## src/rtl/adder_seg.sv

```systemverilog
// One SEG-bit slice of the pipelined adder: plain combinational ripple-carry.
// Exposes the carry into its top bit so the last slice can flag signed overflow.
module adder_seg #(
  parameter int SEG = 4
) (
  input  logic [SEG-1:0] a_i,
  input  logic [SEG-1:0] b_i,
  input  logic           ci_i,
  output logic [SEG-1:0] s_o,
  output logic           co_o,
  output logic           cm_o
);

  logic [SEG:0] c;

  always_comb begin
    c      = '0;
    s_o    = '0;
    c[0]   = ci_i;
    for (int i = 0; i < SEG; i++) begin
      s_o[i]   = a_i[i] ^ b_i[i] ^ c[i];
      c[i+1]   = (a_i[i] & b_i[i]) | (c[i] & (a_i[i] ^ b_i[i]));
    end
  end

  assign co_o = c[SEG];
  assign cm_o = c[SEG-1];

endmodule

```

## src/rtl/pipelined_adder_nbit.sv

```systemverilog
// Pipelined WIDTH-bit add/subtract, one SEG-bit slice per stage, with a single
// global advance shared by every stage (no bubble collapsing).
module pipelined_adder_nbit #(
  parameter int WIDTH = 16,
  parameter int SEG   = 4
) (
  input  logic             clk,
  input  logic             rst_n,
  input  logic             in_valid,
  output logic             in_ready,
  input  logic [WIDTH-1:0] a,
  input  logic [WIDTH-1:0] b,
  input  logic             cin,
  input  logic             sub,
  output logic             out_valid,
  input  logic             out_ready,
  output logic [WIDTH-1:0] sum,
  output logic             cout,
  output logic             ovf
);

  localparam int STAGES = WIDTH / SEG;

  logic              adv;
  logic              fire;
  logic [WIDTH-1:0]  b_eff;
  logic              c0;
  logic [STAGES-1:0] vld_pipe_q;
  logic              ovf_q;

  assign adv      = !out_valid || out_ready;
  assign in_ready = adv;
  assign fire     = in_valid && adv;
  // Subtraction is A + ~B + 1; cin is ignored in that mode.
  assign b_eff    = sub ? ~b : b;
  assign c0       = sub | cin;

  always_ff @(posedge clk or negedge rst_n) begin
    if (!rst_n)   vld_pipe_q <= '0;
    else if (adv) vld_pipe_q <= (vld_pipe_q << 1) | STAGES'(fire);
  end

  for (genvar k = 0; k < STAGES; k++) begin : g_stg
    localparam int HI = WIDTH - (k + 1) * SEG;  // operand bits not yet added
    localparam int LO = (k + 1) * SEG;          // sum bits done after this stage

    logic [HI+SEG-1:0] a_src, b_src;
    logic              c_src, co, cm;
    logic [SEG-1:0]    s_seg;
    logic [LO-1:0]     s_d, s_q;
    logic              c_q;

    if (k == 0) begin : g_in
      assign a_src = a;
      assign b_src = b_eff;
      assign c_src = c0;
      assign s_d   = s_seg;
    end else begin : g_mid
      assign a_src = g_stg[k-1].g_fwd.a_q;
      assign b_src = g_stg[k-1].g_fwd.b_q;
      assign c_src = g_stg[k-1].c_q;
      assign s_d   = {s_seg, g_stg[k-1].s_q};
    end

    adder_seg #(.SEG(SEG)) u_seg (
      .a_i  (a_src[SEG-1:0]),
      .b_i  (b_src[SEG-1:0]),
      .ci_i (c_src),
      .s_o  (s_seg),
      .co_o (co),
      .cm_o (cm)
    );

    always_ff @(posedge clk or negedge rst_n) begin
      if (!rst_n) begin
        s_q <= '0;
        c_q <= 1'b0;
      end else if (adv) begin
        s_q <= s_d;
        c_q <= co;
      end
    end

    if (k < STAGES - 1) begin : g_fwd
      logic [HI-1:0] a_q, b_q;
      logic          unused_cm;
      assign unused_cm = cm;

      always_ff @(posedge clk or negedge rst_n) begin
        if (!rst_n) begin
          a_q <= '0;
          b_q <= '0;
        end else if (adv) begin
          a_q <= a_src[HI+SEG-1:SEG];
          b_q <= b_src[HI+SEG-1:SEG];
        end
      end
    end else begin : g_out
      always_ff @(posedge clk or negedge rst_n) begin
        if (!rst_n)   ovf_q <= 1'b0;
        else if (adv) ovf_q <= cm ^ co;
      end
    end
  end

  assign out_valid = vld_pipe_q[STAGES-1];
  assign sum       = g_stg[STAGES-1].s_q;
  assign cout      = g_stg[STAGES-1].c_q;
  assign ovf       = ovf_q;

endmodule

```

## config.mk

```make
export PLATFORM = sky130hd
export DESIGN_NAME = pipelined_adder_nbit
export DESIGN_NICKNAME = d
export VERILOG_FILES = /design/src/rtl/adder_seg.sv /design/src/rtl/pipelined_adder_nbit.sv
export SDC_FILE = /design/constraint.sdc
export NUM_CORES = 1
export LEC_CHECK = 0
export ABC_AREA = 1
export CAP_MARGIN = 25
export CELL_PAD_IN_SITES_DETAIL_PLACEMENT = 1
export CELL_PAD_IN_SITES_GLOBAL_PLACEMENT = 1
export CORE_UTILIZATION = 35
export DETAILED_ROUTE_END_ITERATION = 8
export PLACE_DENSITY_LB_ADDON = 0.15
export SYNTH_ARGS = -nofsm -noshare
export SYNTH_HDL_FRONTEND = slang
export SYNTH_HIERARCHICAL = 1
export SYNTH_SLANG_ARGS = --single-unit
```

## constraint.sdc

```tcl
create_clock -name clk -period 2 [get_ports clk]
set_input_delay 0.4 -clock clk [delete_from_list [all_inputs] [get_ports clk]]
set_output_delay 0.4 -clock clk [all_outputs]
set_load 0.01 [all_outputs]
```

# --- Word level (Yosys, flattened, before mapping) ---
# Index checks and enable logic that the tools add are counted.
classes:
  bitwise_logic: 84
  n_mux: 1
  reduce_logical: 3
op_table:
  columns: ["operator", "n"]
  rows:
  - ["$xor 1x1->1", 33]
  - ["$and 1x1->1", 32]
  - ["$or 1x1->1", 17]
  - ["$mux 16", 1]
  - ["$not 16->16", 1]
  - ["$or 4x1->4", 1]
  - ["$logic_and 1x1->1", 1]
  - ["$logic_not 1->1", 1]
  - ["$logic_or 1x1->1", 1]
word_totals:
  reg_bits: 97
  inputBits: 38
  elab_cells: 104
  out_inout_bits: 20

# --- Longest topological paths before layout ---
# Gate-level depths: netlist of the first run.
depth:
  word_depth: 11
  ltp_mapped: 11
  mapped_depth_nobuf: 10

# --- Hierarchy ---
# Netlist of the first run, hierarchy kept.
modules_own_cells:
  columns: ["module", "area_per_inst_um2", "cells_per_inst", "n_inst", "seq_area_each_um2"]
  rows:
  - ["pipelined_adder_nbit", 3865.0, 449, 1, 2427.3]
  - ["adder_seg", 110.1, 12, 4, 0.0]

# --- Worst setup path before layout of the first run ---
# No wires, ideal clock.
synth_path:
  path_kind: "input-to-reg"
  startpoint: "input sub"
  endpoint: "register g_stg[0].s_q[3]"
  stages: 11
  required_ns: 1.874
  setup_time_ns: 0.126
  arrival_ns: 2.490
  n_path_buf: 2
  setup_slack_ns: -0.616
  path_cell_list: "buf_2 buf_2 xor2_1 fa_1 inv_1 fa_1 fa_1 inv_1 fa_1 nand2_1 o21ai_0"
synth_via:
  elab_chain_len: 9
synth_rtl:
  columns: ["item", "line_no", "rtl"]
  rows:
  - ["start, declared", "pipelined_adder_nbit.sv:14", "input logic sub,"]
  - ["$mux 16 (*)", "pipelined_adder_nbit.sv:35", "assign b_eff = sub ? ~b : b;"]
  - ["named net b_eff[0]", "pipelined_adder_nbit.sv:26", "logic [WIDTH-1:0] b_eff;"]
  - ["$xor 1x1->1", "adder_seg.sv:22", "c[i+1] = (a_i[i] & b_i[i]) | (c[i] & (a_i[i] ^ b_i[i]));"]
  - ["$and 1x1->1", "adder_seg.sv:22", null]
  - ["$or 1x1->1 (*)", "adder_seg.sv:22", null]
  - ["$and 1x1->1 (*)", "adder_seg.sv:22", null]
  - ["$or 1x1->1 (*)", "adder_seg.sv:22", null]
  - ["$and 1x1->1 (*)", "adder_seg.sv:22", null]
  - ["$or 1x1->1 (*)", "adder_seg.sv:22", null]
  - ["named net g_stg[0].cm", "pipelined_adder_nbit.sv:48", "logic c_src, co, cm;"]
  - ["$xor 1x1->1 (*)", "adder_seg.sv:21", "s_o[i] = a_i[i] ^ b_i[i] ^ c[i];"]
  - ["named net g_stg[0].s_d[3]", "pipelined_adder_nbit.sv:50", "logic [LO-1:0] s_d, s_q;"]
  - ["end signal, assigned", "pipelined_adder_nbit.sv:76", "s_q <= '0;"]
  - ["end signal, assigned", "pipelined_adder_nbit.sv:79", "s_q <= s_d;"]
  - ["end, declared", "pipelined_adder_nbit.sv:50", null]
# The timed path passes the listed nets; every way through them passes the cells marked *.
# A chain may end at the register's enable or synchronous reset.

# --- Final worst setup path of the first run ---
layout_path:
  startpoint: "register g_stg[1].g_fwd.a_q[0]"
  endpoint: "register g_stg[2].s_q[11]"
layout_via:
  elab_chain_len: 8
layout_rtl:
  columns: ["item", "line_no", "rtl"]
  rows:
  - ["start, declared", "pipelined_adder_nbit.sv:85", "logic [HI-1:0] a_q, b_q;"]
  - ["start signal, assigned", "pipelined_adder_nbit.sv:94", "a_q <= a_src[HI+SEG-1:SEG];"]
  - ["$xor 1x1->1", "adder_seg.sv:22", null]
  - ["$and 1x1->1", "adder_seg.sv:22", null]
  - ["$or 1x1->1 (*)", "adder_seg.sv:22", null]
  - ["$and 1x1->1 (*)", "adder_seg.sv:22", null]
  - ["$or 1x1->1 (*)", "adder_seg.sv:22", null]
  - ["$and 1x1->1 (*)", "adder_seg.sv:22", null]
  - ["$or 1x1->1 (*)", "adder_seg.sv:22", null]
  - ["named net g_stg[2].cm", "pipelined_adder_nbit.sv:48", null]
  - ["$xor 1x1->1 (*)", "adder_seg.sv:21", null]
  - ["named net g_stg[2].s_seg[3]", "pipelined_adder_nbit.sv:49", "logic [SEG-1:0] s_seg;"]
  - ["end signal, assigned", "pipelined_adder_nbit.sv:76", null]
  - ["end signal, assigned", "pipelined_adder_nbit.sv:79", null]
  - ["end, declared", "pipelined_adder_nbit.sv:50", null]
# Marked as above.

==> results of run 1 <==
## metal layers
metal,vias to the layer above,part of all wire [%],track usage (%)
met5,-,0,0
met4,0,1.7,6.579
met3,12,2.2,2.678
met2,38,48,26.05
met1,1495,48,21.78
li1,1567,-,-
## placed cells by master, fill, tap and decap left out, drive strengths merged
| cell type | synthesis | layout |
|---|---|---|
| dfrtp | 97 | 97 |
| buf | 22 | 16 |
| clkinvlp | 0 | 1 |
| clkinv | 0 | 1 |
| nand2 | 263 | 263 |
| o21ai | 20 | 20 |
| dlymetal6s2s | 0 | 3 |
| or2 | 1 | 1 |
| clkbuf | 1 | 12 |
| inv | 59 | 59 |
| nor2 | 1 | 1 |
| clkdlybuf4s50 | 0 | 49 |
| fa | 16 | 16 |
| nand3 | 13 | 13 |
| xor2 | 4 | 4 |
| dlygate4sd2 | 0 | 1 |
| bufinv | 0 | 1 |
## Yosys cell counts (all sizes together)
cell | number | area share (%)
inv | 59 | 5.1
fa | 16 | 7.4
clkbuf | 1 | 0.087
buf | 22 | 2.9
nand3 | 13 | 1.5
nor2 | 1 | 0.26
xor2 | 4 | 0.81
o21ai | 20 | 2.3
dfrtp | 97 | 56
or2 | 1 | 0.15
nand2 | 263 | 23
## final cells by class
type / count / area (um2)
sequential: 97 / 2427
clock buffer: 11 / 242.7
tap: 147 / 183.9
timing repair buffer: 70 / 723.2
clock inverter: 3 / 42.54
inverter: 59 / 224.0
fill: 1418 / 6586
multi-input combinational: 318 / 1582
## per-stage QoR
step                instances  hold slack, ns  utilization [%]  instance area (um2)
floorplan                 497          0.1044                -                 4340
global placement          687          0.3784            42.18                 5066
detailed placement        687          0.3805            42.18                 5066
CTS                       703         0.01391            44.85                 5388
global route              705         0.03463            45.17                 5425
finish                    705        0.009840            45.17                 5425
## timing repair
item,CTS,global route
gates resized for setup,27,16
buffers inserted,2,2
hold buffers,0,0
endpoints found under the setup margin,9,10
pin swaps,11,15
## critical path, cell delays in order (launching register included)
cell and delay [ns]:
dfrtp_1 0.40, fa_2 0.24, inv_2 0.04, fa_2 0.35
fa_2 0.34, inv_2 0.06, fa_1 0.43, nand2_2 0.10
o21ai_1 0.07
## sequential cells by signal, summed over array words and instances, names as in the netlist
register and flops:
vld_pipe_q 4, sum 16, g_stg.s_q 24, g_stg.c_q 3
cout 1, g_stg.g_fwd.a_q 24, ovf 1, g_stg.g_fwd.b_q 24
## power breakdown
part	internal, mW	switching, mW	total (mW)	leakage, nW
sequential	2.84	0.476	3.31	1.17
clock	0.988	0.705	1.69	0.137
combinational	1.37	1.64	3.02	1.53
## final timing paths
check / start / end
max in group asynchronous: rst_n / g_stg[0].g_fwd.a_q[3]
min: rst_n / g_stg[1].g_fwd.b_q[5]
min reg2reg: vld_pipe_q[2] / vld_pipe_q[3]
max: g_stg[1].g_fwd.a_q[0] / g_stg[2].s_q[11]
min in group clk: vld_pipe_q[2] / vld_pipe_q[3]
max reg2reg: g_stg[1].g_fwd.a_q[0] / g_stg[2].s_q[11]
## cells by family after synthesis
kind of cell,synth area share [%]
adders and majority gates,7.440
and+or+nand+nor,24.91
AOI/OAI and AO/OA,2.325
DFF,56.38
buffers and inverters,8.137
xor gates and xnor gates,0.8136
==> flow_summary_export.csv, run 1 <==
group,metric,value,unit
outcome,failed_checks,"setup timing",
route,antenna_left,0,
synthesis,synth_cell_type_count,14,
route,via_per_inst,4.414,
floorplan,core,12010,um2
clocking,clock_path_buffers,2,
pwr,p_leak,2.845,nW
grt,antenna_found_initial,0,
clocking,numCtsBuffers,9,
route,dr.first_iter.drc_count,114,
critical_path,critPathArrivalTime,2.37,ns
timing,setup_viol,5,
pwr,ir_drop,0.9566,mV
critical_path,critPathCaptureType,"register",
critical_path,rrSetupSlack,-0.15,ns
timing,layout_min_cycle_time,2.155,ns
floorplan,ioPinCount,58,
timing,setup_tns,-0.3722,ns
grt,grt_usage,16.14,%
floorplan,start_util,35.84,%
clocking,path_clk_slew,0.07,ns
synthesis,synth_area,4305,um2
grt,grt_start_max_net_pins,98,
outcome,status,"finished, violations left",
timing,tightestPinTransition,0.4523,ns
clocking,clk_latency,0.34,ns
timing,rsz0062_at_grt,"yes",
clocking,clock_sinks,97,
pwr,finalPower,8.023,mW
place,place_ws,-0.8612,ns
synthesis,avgSynthCellArea,8.663,um2
critical_path,crit_required,2.21,ns
finish,layout-drive-gt1-share,10.57,%
floorplan,fp.dieH,112.9,um
place,gp_congestion,0.6926,
finish,nNetsFinal,609,
route,drc,0,
floorplan,rows,40,
route,dr.pass1.iters,4,
grt,grt_pass1_wl,16090,um
synthesis,syn-num-nets,551,
clocking,htree_levels,3,
clocking,cts-root-buf,"clkbuf_16",
timing,fin_crit_sh,107.7,%
hold_path,hp-class,"input pin to async pin",
critical_path,reg2reg_depth,8,
synthesis,ys_ff_latch,97,
grt,grt-ovfl-total,0,
timing,finalHoldViolCount,0,
route,vias,3112,
finish,area_delta_synth_final,26.01,%
timing,drv_slew,0,
critical_path,crit_path_start_kind,"register",
timing,setup_ws,-0.1545,ns
place,dp_hpwl,5844,um
pwr,power_density,1479,nW/um2
route,wl,9040,um
floorplan,die_x,112.9,um
floorplan,dieArea,12750,um2
grt,grt_pass1_vias,3249,
critical_path,worst-path-max-fanout,2,
synthesis,synth_seq_area_share,56.38,%
flow_run,maxCapViolCount,0,
route,wire_per_inst,12.82,um
synthesis,synth-warning-count,6,
place,port_buffers,57,
synthesis,synthCells,497,
timing,fin_skew,0.006718,ns
clocking,cts_tree,"built",
finish,diodes,0,
critical_path,crit_type,"register to register",
timing,fmax,0.4641,GHz
timing,slew_headroom,69.85,%
No activity file was read; power rests on OpenSTA's default activity.
==> inputs of run 2 (changes only) <==
Settings changed: SLEW_MARGIN from default to 40.
==> results of run 2 <==
Same layout as run 1: the final DEF is identical, and so are final timing and power.
==> inputs of run 3 (changes only) <==
--- a/constraint.sdc
+++ b/constraint.sdc
@@ -3,2 +3,2 @@
 set_output_delay 0.4 -clock clk [all_outputs]
-set_load 0.01 [all_outputs]
+set_load 0.05 [all_outputs]
==> run 3 against run 2 <==
Effect of this change: worst setup slack better by 0.062 ns; register-to-register slack better by 0.06 ns; critical path type unchanged; the flow still finishes with violations (setup timing); via count up 1.5%; sequential cell count unchanged.
==> flow_summary_export.csv, run 3 (synthesized netlist as in run 1, its figures left out) <==
group,metric,value,unit
critical_path,critPathArrivalTime,2.32,ns
place,port_buffers,57,
finish,layout_commonest_cell,"nand2_1",
grt,grt-ovfl-total,0,
finish,final_cell_mix,"nand2_1 (262), dfrtp_1 (97), inv_1 (48), clkdlybuf4s50_1 (46)",
clocking,postCtsHoldBufs,0,
timing,setup_viol,3,
floorplan,dieArea,12750,um2
route,via_per_inst,4.451,
finish,layout-drive-gt1-share,11.90,%
timing,finalHoldViolCount,0,
route,drc,0,
floorplan,fp.dieH,112.9,um
grt,grt_pass1_vias,3467,
critical_path,rrSetupSlack,-0.09,ns
clocking,clock_sinks,97,
critical_path,crit_required,2.23,ns
timing,rsz0062_at_grt,"yes",
route,vias,3160,
finish,nNetsFinal,614,
floorplan,start_util,35.84,%
pwr,p_leak,2.887,nW
place,gp_congestion,0.7230,
critical_path,critPathCaptureType,"register",
clocking,clk_latency,0.34,ns
clocking,cts-root-buf,"clkbuf_16",
finish,top_regs,"g_stg.g_fwd.a_q: 24 flops, g_stg.g_fwd.b_q: 24 flops, g_stg.s_q: 24 flops",
timing,setup_tns,-0.2449,ns
route,dr.pass1.iters,4,
finish,final_core_util,45.73,%
route,dr.first_iter.drc_count,151,
clocking,htree_levels,3,
timing,setup_ws,-0.09282,ns
floorplan,rows,40,
outcome,status,"finished, violations left",
route,wire_per_inst,13.09,um
grt,antenna_found_initial,0,
critical_path,crit_path_start_kind,"register",
finish,diodes,0,
place,placed_area,5109,um2
place,place_ws,-0.8361,ns
timing,fmax,0.4778,GHz
critical_path,crit_type,"register to register",
finish,area_delta_synth_final,27.58,%
clocking,clock_path_buffers,2,
grt,grt_pass1_wl,16840,um
hold_path,hp-class,"input pin to async pin",
clocking,numCtsBuffers,9,
route,wl,9293,um
flow_run,maxCapViolCount,0,
floorplan,die_x,112.9,um
floorplan,core,12010,um2
outcome,failed_checks,"setup timing",
timing,slew_headroom,59.93,%
finish,finalInstanceArea,5493,um2
route,antenna_left,0,
timing,tightestPinTransition,0.6011,ns
place,dp_hpwl,6198,um
timing,fin_skew,0.004845,ns
clocking,path_clk_slew,0.06,ns
grt,grt_usage,16.87,%
timing,fin_crit_sh,104.6,%
timing,drv_slew,0,
clocking,cts_tree,"built",
floorplan,ioPinCount,58,
timing,layout_min_cycle_time,2.093,ns
pwr,ir_drop,1.190,mV
critical_path,worst-path-max-fanout,2,
grt,grt_start_max_net_pins,70,
pwr,power_density,1605,nW/um2
-- run 3: cell types whose count changed in the layout (fill, tap and decap cells not counted), sizes merged --
cell	previous run	this run
bufinv	1	2
dlymetal6s2s	3	1
clkdlybuf4s50	49	46
clkinvlp	1	0
dlygate4sd2	1	3
buf	16	24
-- run 3: per-stage QoR --
step	hold WS (ns)	total power, mW	std cells
global route	0.1110	9.599	710
CTS	0.08565	8.934	708
global placement	0.4428	6.735	690
detailed placement	0.4586	6.880	690
floorplan	0.1044	5.662	497
finish	0.07062	8.817	710
-- run 3: timing repair --
item                       CTS  global route
setup buffers                4             2
pin swaps                    9             9
gates resized for setup     30            10
hold endpoints to repair     0             0
setup endpoints to repair    9             8
-- run 3: cell type report --
cell class	count	area (um2)
inverter	59	221.5
fill	1430	6519
multi-input combinational	318	1575
clock inverter	3	65.06
tap	147	183.9
clock buffer	11	252.7
timing repair buffer	75	767.0
sequential	97	2427
-- run 3: where the power goes --
group / leakage [nW] / internal (mW) / switching, mW
clock network: 0.157 / 1.15 / 0.720
registers: 1.17 / 2.84 / 0.469
logic: 1.56 / 1.40 / 2.25
-- run 3: path summary, 6_finish.rpt --
kind	end	from	cells after the start
max in group asynchronous	g_stg[2].s_q[10]	rst_n	2
worst min register to register	g_stg[2].g_fwd.b_q[1]	g_stg[2].g_fwd.b_q[1]	2
worst min-delay path	sum[2]	rst_n	1
worst max-delay path	g_stg[2].s_q[11]	g_stg[1].g_fwd.a_q[0]	8
worst max register to register	g_stg[2].s_q[11]	g_stg[1].g_fwd.a_q[0]	8
min in group clk	g_stg[2].g_fwd.b_q[1]	g_stg[2].g_fwd.b_q[1]	2
-- run 3: critical path, stage by stage (launching register included) --
cell     delay (ns)
dfrtp_1        0.38
fa_2           0.23
inv_2          0.04
fa_2           0.34
fa_2           0.35
inv_2          0.06
fa_1           0.41
nand2_1        0.09
o21ai_1        0.06
-- run 3: layer usage --
| layer | part of all wire, % | up-vias | track usage (%) |
|---|---|---|---|
| li1 | - | 1578 | - |
| met3 | 2.6 | 11 | 3.374 |
| met2 | 47 | 41 | 27.28 |
| met1 | 49 | 1530 | 22.48 |
| met5 | 0 | - | 0 |
| met4 | 1.7 | 0 | 6.579 |
==> edit, RTL diff (settings of run 2) <==
`SEG` is set to 4 in 2 places; all go to 2.
--- a/src/rtl/adder_seg.sv
+++ b/src/rtl/adder_seg.sv
@@ -3,3 +3,3 @@
 module adder_seg #(
-  parameter int SEG = 4
+  parameter int SEG = 2
 ) (
--- a/src/rtl/pipelined_adder_nbit.sv
+++ b/src/rtl/pipelined_adder_nbit.sv
@@ -4,3 +4,3 @@
   parameter int WIDTH = 16,
-  parameter int SEG   = 4
+  parameter int SEG   = 2
 ) (
Formal check against the unedited RTL: not equivalent (a bounded check fails within 10 cycles, from zero or initial values and one cycle with rst_n low).
==> edit against run 2 <==
  * Count of clock-buffer cells in the layout up 23
  * Cell area up 82%
  * Sequential share of layout area up 6.2 points
  * Sequential cell count up 104
  * Combinational power up 42%
  * Worst setup slack better by 0.30 ns
  * Global-route usage down 1.4 points
  * Routed wire length up 79%
  * Non-clock buffer count up 9
  * Total power up 91%
  * Worst hold slack better by 0.33 ns
  * Synthesized area up 88%
  * Highest routed layer unchanged
==> edit: results (changes against run 2) <==
* CTS Root Cell: clkbuf_16
* Pre-CTS setup slack at -0.311 ns (+0.550 ns)
* First-pass GRT wire length at 29.0 mm (+80%)
* Dpl cells at 1,223 (+78%)
* CP max FO at 2 (unchanged)
* Buffers on Ports at 57 (unchanged)
* Seq/Total Area, Yosys at 62.2% (+5.8 points)
* Most used flip-flop cell after synthesis: dfrtp_1
* Initial antenna violation count at 0 (unchanged)
* Ys async rst share at 100% (unchanged)
* DR iter-0 viols at 195 (+71%)
* Top cells by area, synth: dfrtp_1, nand2_1, fa_1
* Worst VDD drop at 0.000515 V (-46%)
* HPWL Detailed at 9.96 mm (+70%)
* Fill count at 2,623 (+85%)
* Crit path max-delay family: buffers and inverters
* Yosys cell types at 12 (-2)
* Post-DR wirelength/cell at 12.8 um (-0.35%)
* Clk_skew at 0.0134 ns (+0.00666 ns)
* # diodes at 0 (unchanged)
* Critical path data arrival time at 1.46 ns (-0.91 ns)
* Synth Net Count at 961 (+74%)
* GR Layer Usage met3 at 2.31% (-0.37 points)
* Reg clk slew, reported paths at around 0.06 ns
* Most frequent cells after synthesis: nand2_1, dfrtp_1, buf_2
* Worst-margin pin slew at 0.424 ns (-0.0283 ns)
* Top Registers: g_stg.g_fwd.a_q (56), g_stg.g_fwd.b_q (56), g_stg.s_q (56)
* CTS H-tree lvls at 1 (-2)
* GRT Util Overall at 14.7% (-1.4 points)
* TritonCTS Buffers at 23 (+14)
* Clock Tree Buf Depth at 3 (+1)
* Worst-Skew Late Latency at 0.51 ns (+0.17 ns)
* Synth Instances at 907 (+82%)
* Share of layout cells above drive strength 1 at 6.32% (-4.3 points)
* Congestion Overflow GR at 0 (unchanged)
* Pin count of the biggest net entering global routing at 57 (-42%)
* Fin nets at 1,018 (+67%)
* Hold/Removal Path Class: input port to async pin
* M1 GR Usage at 20.7% (-1.1 points)
* Area after DPL at 9120 um^2 (+80%)
* Via count of the routed design at 5,562 (+79%)
* Slowest CP cell: clkdlybuf4s50_1
* Vias in the first global route at 5,917 (+82%)
* Vias per cell at 4.39 (-0.47%)
* Status: finished, final reports clean
* DRT Pass-1 Iters at 4 (unchanged)
* Placer's final routability congestion estimate at 0.686 (-1.0%)
* CP peak stage delay at 0.55 ns (+0.12 ns)
* Grt met2 use at 23.4% (-2.6 points)
* Leak at 5.17 nW (+82%)
==> edit: kinds of logic after synthesis <==
group / synth area share [%]
buf+inv: 4.67
simple gates: 27.5
fa+ha+maj: 3.96
xor+xnor: 0.217
compound gates: 1.49
flops: 62.2
==> edit: metal layers <==
| layer | wire length [um] | vias up |
|---|---|---|
| met3 | 527 | 23 |
| met2 | 7260 | 69 |
| met1 | 8100 | 2617 |
| met5 | 0 | - |
| met4 | 292 | 0 |
| li1 | - | 2853 |
==> edit: power breakdown <==
part | internal (mW) | leakage, nW | switching [mW]
Clock | 2.47 | 0.375 | 1.63
Sequential | 5.91 | 2.46 | 1.02
Combinational | 1.90 | 2.34 | 2.41
Total | 10.3 | 5.17 | 5.06
==> edit: layout make-up <==
class	count	area [um^2]	share of cell area, %
Timing Repair Buffer	79	928	9.41
Multi-Input combinational cell	628	2690	27.3
Inverter	31	116	1.18
Clock buffer	34	677	6.86
Clock inverter	8	68.8	0.697
Sequential cell	201	5030	51.0
Tap cell	285	357	3.61
==> edit: worst paths after layout <==
| check | start | to | slack [ns] | cells past startpoint |
|---|---|---|---|---|
| setup / recovery | sum[13] | sum[13] | 0.14 | 1 |
| setup reg to reg | g_stg[6].g_fwd.a_q[0] | ovf | 0.36 | 6 |
| min in group clk | a[8] | g_stg[0].g_fwd.a_q[6] | 0.42 | 3 |
| max in group asynchronous | rst_n | g_stg[0].s_q[0] | 1.01 | 3 |
| hold / removal | rst_n | vld_pipe_q[0] | 0.34 | 2 |
| hold reg to reg | vld_pipe_q[6] | vld_pipe_q[7] | 0.45 | 2 |
==> edit: repair_timing <==
item | in CTS | in global routing
hold buffers | 1 | 0
setup buffers | 0 | 0
hold endpoints to repair | 18 | 0
gates resized for setup | 1 | 0
setup endpoints to repair | 1 | 0
